File: config.mk
export PLATFORM = sky130hd
export DESIGN_NAME = wb_arbiter
export DESIGN_NICKNAME = d
export VERILOG_FILES = /design/src/rtl/wb_arbiter.sv
export SDC_FILE = /design/constraint.sdc
export NUM_CORES = 1
export LEC_CHECK = 0
export ABC_CLOCK_PERIOD_IN_PS = 5950
export CAP_MARGIN = 20
export CELL_PAD_IN_SITES_DETAIL_PLACEMENT = 1
export CELL_PAD_IN_SITES_GLOBAL_PLACEMENT = 1
export CORE_UTILIZATION = 43
export CTS_BUF_LIST = sky130_fd_sc_hd__clkbuf_16
export DETAILED_ROUTE_END_ITERATION = 6
export HOLD_SLACK_MARGIN = 0.06
export PLACE_DENSITY_LB_ADDON = 0.1
export SLEW_MARGIN = 40
export SYNTH_ARGS = -nofsm -noshare
export SYNTH_HDL_FRONTEND = slang
export SYNTH_SLANG_ARGS = --single-unit
File: constraint.sdc
create_clock -name clk -period 5.95 [get_ports clk]
set_input_delay 1.19 -clock clk [delete_from_list [all_inputs] [get_ports clk]]
set_output_delay 1.19 -clock clk [all_outputs]
set_load 0.05 [all_outputs]
File: src/rtl/wb_arbiter.sv
// Register-file write-port arbiter: the core writeback path has priority, while a small
// FIFO buffers the multi-cycle unit's results and is force-granted after a starvation limit.
module wb_arbiter #(
  parameter int DATA_W       = 32,
  parameter int FIFO_DEPTH   = 2,
  parameter int STARVE_LIMIT = 4
) (
  input  logic                          clk,
  input  logic                          rst,
  input  logic                          p_valid,
  output logic                          p_ready,
  input  logic [4:0]                    p_rd,
  input  logic [DATA_W-1:0]             p_data,
  input  logic                          s_valid,
  output logic                          s_ready,
  input  logic [4:0]                    s_rd,
  input  logic [DATA_W-1:0]             s_data,
  output logic                          rf_we,
  output logic [4:0]                    rf_rd,
  output logic [DATA_W-1:0]             rf_wd,
  output logic [$clog2(FIFO_DEPTH):0]   fifo_count
);

  localparam int PTR_W = $clog2(FIFO_DEPTH);
  localparam int CNT_W = PTR_W + 1;
  localparam logic [CNT_W-1:0] DEPTH_C = CNT_W'(FIFO_DEPTH);
  localparam logic [3:0]       LIMIT_C = 4'(STARVE_LIMIT);

  typedef struct packed {
    logic [4:0]        rd;
    logic [DATA_W-1:0] data;
  } entry_t;

  entry_t             fifo_mem [FIFO_DEPTH];
  logic [PTR_W-1:0]   wr_ptr_q, wr_ptr_d;
  logic [PTR_W-1:0]   rd_ptr_q, rd_ptr_d;
  logic [CNT_W-1:0]   count_q, count_d;
  logic [3:0]         starve_q, starve_d;
  logic               rf_we_q, rf_we_d;
  logic [4:0]         rf_rd_q, rf_rd_d;
  logic [DATA_W-1:0]  rf_wd_q, rf_wd_d;

  logic   empty, full, push, pop, p_grant;
  entry_t head;

  assign empty = (count_q == '0);
  assign full  = (count_q == DEPTH_C);
  assign head  = fifo_mem[rd_ptr_q];

  // The FIFO wins when the core is idle or the starvation limit has been reached.
  assign pop     = !empty && (!p_valid || (starve_q == LIMIT_C));
  assign p_grant = p_valid && !pop;
  assign push    = s_valid && s_ready;

  assign p_ready = !rst && !pop;
  assign s_ready = !rst && !full;

  always_comb begin
    wr_ptr_d = wr_ptr_q;
    rd_ptr_d = rd_ptr_q;
    count_d  = count_q;
    starve_d = starve_q;
    rf_we_d  = 1'b0;
    rf_rd_d  = rf_rd_q;
    rf_wd_d  = rf_wd_q;

    if (push) wr_ptr_d = wr_ptr_q + PTR_W'(1);
    if (pop)  rd_ptr_d = rd_ptr_q + PTR_W'(1);

    case ({push, pop})
      2'b10:   count_d = count_q + CNT_W'(1);
      2'b01:   count_d = count_q - CNT_W'(1);
      default: count_d = count_q;
    endcase

    if (pop || empty) begin
      starve_d = '0;
    end else if (p_grant && (starve_q != LIMIT_C)) begin
      starve_d = starve_q + 4'd1;
    end

    // rd=0 requests are consumed and latched, but never raise the write enable.
    if (pop) begin
      rf_rd_d = head.rd;
      rf_wd_d = head.data;
      rf_we_d = (head.rd != 5'd0);
    end else if (p_grant) begin
      rf_rd_d = p_rd;
      rf_wd_d = p_data;
      rf_we_d = (p_rd != 5'd0);
    end
  end

  always_ff @(posedge clk or posedge rst) begin
    if (rst) begin
      wr_ptr_q <= '0;
      rd_ptr_q <= '0;
      count_q  <= '0;
      starve_q <= '0;
      rf_we_q  <= 1'b0;
      rf_rd_q  <= '0;
      rf_wd_q  <= '0;
    end else begin
      wr_ptr_q <= wr_ptr_d;
      rd_ptr_q <= rd_ptr_d;
      count_q  <= count_d;
      starve_q <= starve_d;
      rf_we_q  <= rf_we_d;
      rf_rd_q  <= rf_rd_d;
      rf_wd_q  <= rf_wd_d;
    end
  end

  always_ff @(posedge clk) begin
    if (push) fifo_mem[wr_ptr_q] <= '{rd: s_rd, data: s_data};
  end

  assign rf_we      = rf_we_q;
  assign rf_rd      = rf_rd_q;
  assign rf_wd      = rf_wd_q;
  assign fifo_count = count_q;

endmodule

==> flow_summary.toml <==
[power]
sequentialPowerShare_pct = 34.7
powerDensity_nw_per_um2 = 509
power.total_mw = 3.45
p_int_mw = 2.25
power.share.switching_pct = 34.7
peakVddDrop_uv = 256
switchingPower_mw = 1.20
clkPwrFrac_pct = 31.7
power_leakage_nw = 2.54
pwr-share-comb_pct = 33.6

[global_route]
grt_pass1_vias = 3557
grt_first_pass_wirelength_um = 18500
antenna_found_initial = 0
grt-ovfl-total = 0
grt_usage_pct = 21.6
grt_max_degree = 48

[placement]
dp_hpwl_um = 7050
place.gp.congestion = 0.682
dpl_cell_area_um2 = 6140
place.port_buffers = 119

[critical_path]
r2r_cells = 6
path_max_fanout = 42
startpoint = "p_valid"
slowest_delay_ns = 0.80
cp-start-kind = "input pin"
criticalPathCategory = "input pin to output port"
path_cells = "buf_2 -> buf_4 -> a21oi_2 -> nor2_1 -> clkdlybuf4s50_1"
cp-end-kind = "output port"
critPathRequiredTime_ns = 4.76
rrSetupSlack_ns = 3.89
r2r-start = "starve_q[0]"
cpMaxStageDelayCell = "clkdlybuf4s50_1"
worstPathArrival_ns = 2.85
endpoint = "p_ready"
r2r_end = "rf_rd[4]"

[final_layout]
layout_common_cells = "clkdlybuf4s50_1 (118), edfxtp_1 (74), dfrtp_1 (45), mux2i_1 (38)"
layout_commonest_cell = "clkdlybuf4s50_1"
synthToLayoutAreaGrowth_pct = 40.9
fin_area_um2 = 6780
diodes = 0
layout-drive-gt1-share_pct = 11.0
finish.utilization_pct = 62.3
nNetsFinal = 496

[clock_network]
tritoncts = "done"
cts.path.max_buffers = 2
post_cts_buffers = 0
path_clk_slew_ns = 0.05
cts.sinks = 120
numCtsBuffers = 17
worstSkewPairLatency_ns = 0.40
cts-resized-gates = 0
hold_buffers = 0
clockRootBuffer = "clkbuf_16"
h-tree-depth = 4

[run]
cap_violations = 0

[timing]
slew_violations = 0
tightest_slew_ns = 0.813
hold_viol = 0
final.setup.tns_ns = 0
setup_viol = 0
fin_skew_ns = 0.0120
fmaxAchievable_mhz = 248
min_period_over_period_pct = 67.8
post-route-min-period_ns = 4.04
rsz0062_at_grt = "false"
relSlewSlack_pct = 45.6

[die]
fp.dieH_um = 108
die_area_um2 = 11600
die_w_um = 108
core_area_um2 = 10900
num_rows = 38
io_pins = 120
initial_core_util_pct = 44.2

[synth]
ys_types = 27
yosys_register_bits = 120
synth_edf_count = 74
ys_warn_count = 0
synth_top_flop_cell = "edfxtp_1"
ys_seq_area_share_pct = 70.1
avgSynthCellArea_um2 = 16.3
synth_fp_nets = 376
syn_area_um2 = 4810
syn_inst = 295
synthArstFlopShare_pct = 38.3

[route]
wire_per_inst_um = 20.3
dr.pass1.iters = 7
drt-initial-drc-count = 117
via_per_inst = 5.57
vias = 3164
antenna_left = 0
wl_um = 11500
drc = 0

[worst_hold_path]
hold_path_class = "flop to flop"
hold_depth = 1

[run_status]
outcome = "complete, no violations"
==> layout make-up <==
class	count	area, um2
Clock buffer	17	425
Clock inverter	15	209
Fill cell	994	4100
Inverter	5	18.8
Multi-Input combinational cell	144	1290
Sequential cell	120	3370
Tap cell	140	175
Timing Repair Buffer	127	1290
==> worst min-delay path by stage <==
stage | startpoint | to | slack, ns
2_1_floorplan | starve_q[0] | starve_q[0] | 0.45
3_3_place_gp | starve_q[0] | starve_q[0] | 0.47
6_report | starve_q[0] | starve_q[0] | 0.49
3_5_place_dp | starve_q[0] | starve_q[0] | 0.49
5_1_grt | rf_wd[9] | rf_wd[9] | 0.53
4_1_cts | starve_q[0] | starve_q[0] | 0.49
==> layer usage <==
layer  GRT usage, %  part of all wire (%)  up-vias
met5              0                     0        -
met4           6.65                   1.0        0
met3           5.15                   4.1       12
met2           37.2                    52       95
met1           27.0                    43     1615
li1               -                     -     1442
==> Yosys cell counts, drive strengths merged (2+ instances only) <==
| cell | number | area (um2) |
|---|---|---|
| edfxtp | 74 | 2220 |
| buf | 17 | 118 |
| o21a | 2 | 15.0 |
| dfrtp | 46 | 1150 |
| nor3 | 2 | 21.3 |
| nor2 | 8 | 32.5 |
| a211oi | 37 | 278 |
| xor2 | 2 | 17.5 |
| a221o | 37 | 370 |
| ha | 3 | 37.5 |
| clkbuf | 9 | 33.8 |
| xnor2 | 5 | 43.8 |
| nand3b | 2 | 15.0 |
| inv | 5 | 18.8 |
| mux2i | 38 | 380 |
==> state kept, by name, summed over array words and instances (netlist names) <==
register and cells:
starve_q 4, fifo_count 2, rf_we 1, rf_rd 5, wr_ptr_q 1, fifo_mem 74, rf_wd 32, rd_ptr_q 1
==> metrics by stage <==
step / cells / hold slack, ns / setup WS, ns
final: 568 / 0.494 / 1.91
after global routing: 568 / 0.527 / 1.82
after CTS: 568 / 0.494 / 1.93
after detailed placement: 536 / 0.486 / 1.92
after global placement: 534 / 0.474 / 1.93
after floorplan: 295 / 0.453 / 1.33
==> cells by family (layout without fill, tap and decap cells) <==
family,Yosys count,in the layout,share of synthesized area [%]
mux,38,38,7.90
xor+xnor,7,7,1.27
simple gates,16,16,1.98
flops,120,120,70.1
buf+inv,31,164,3.54
fa+ha+maj,3,3,0.780
compound gates,80,80,14.5
==> worst max-delay path: cells and delay by family <==
family | cells | cell delay (ns)
buf+inv | 3 | 1.32
compound gates | 1 | 0.18
simple gates | 1 | 0.12
==> power groups by stage <==
stage / Clock, mW / Sequential [mW] / Combinational (mW)
2_1_floorplan: 0 / 1.50 / 0.470
3_3_place_gp: 0 / 1.20 / 1.13
3_5_place_dp: 0 / 1.21 / 1.16
4_1_cts: 1.11 / 1.20 / 1.17
5_1_grt: 1.14 / 1.22 / 1.23
6_report: 1.09 / 1.20 / 1.16
(Power assumes the default switching activity.)
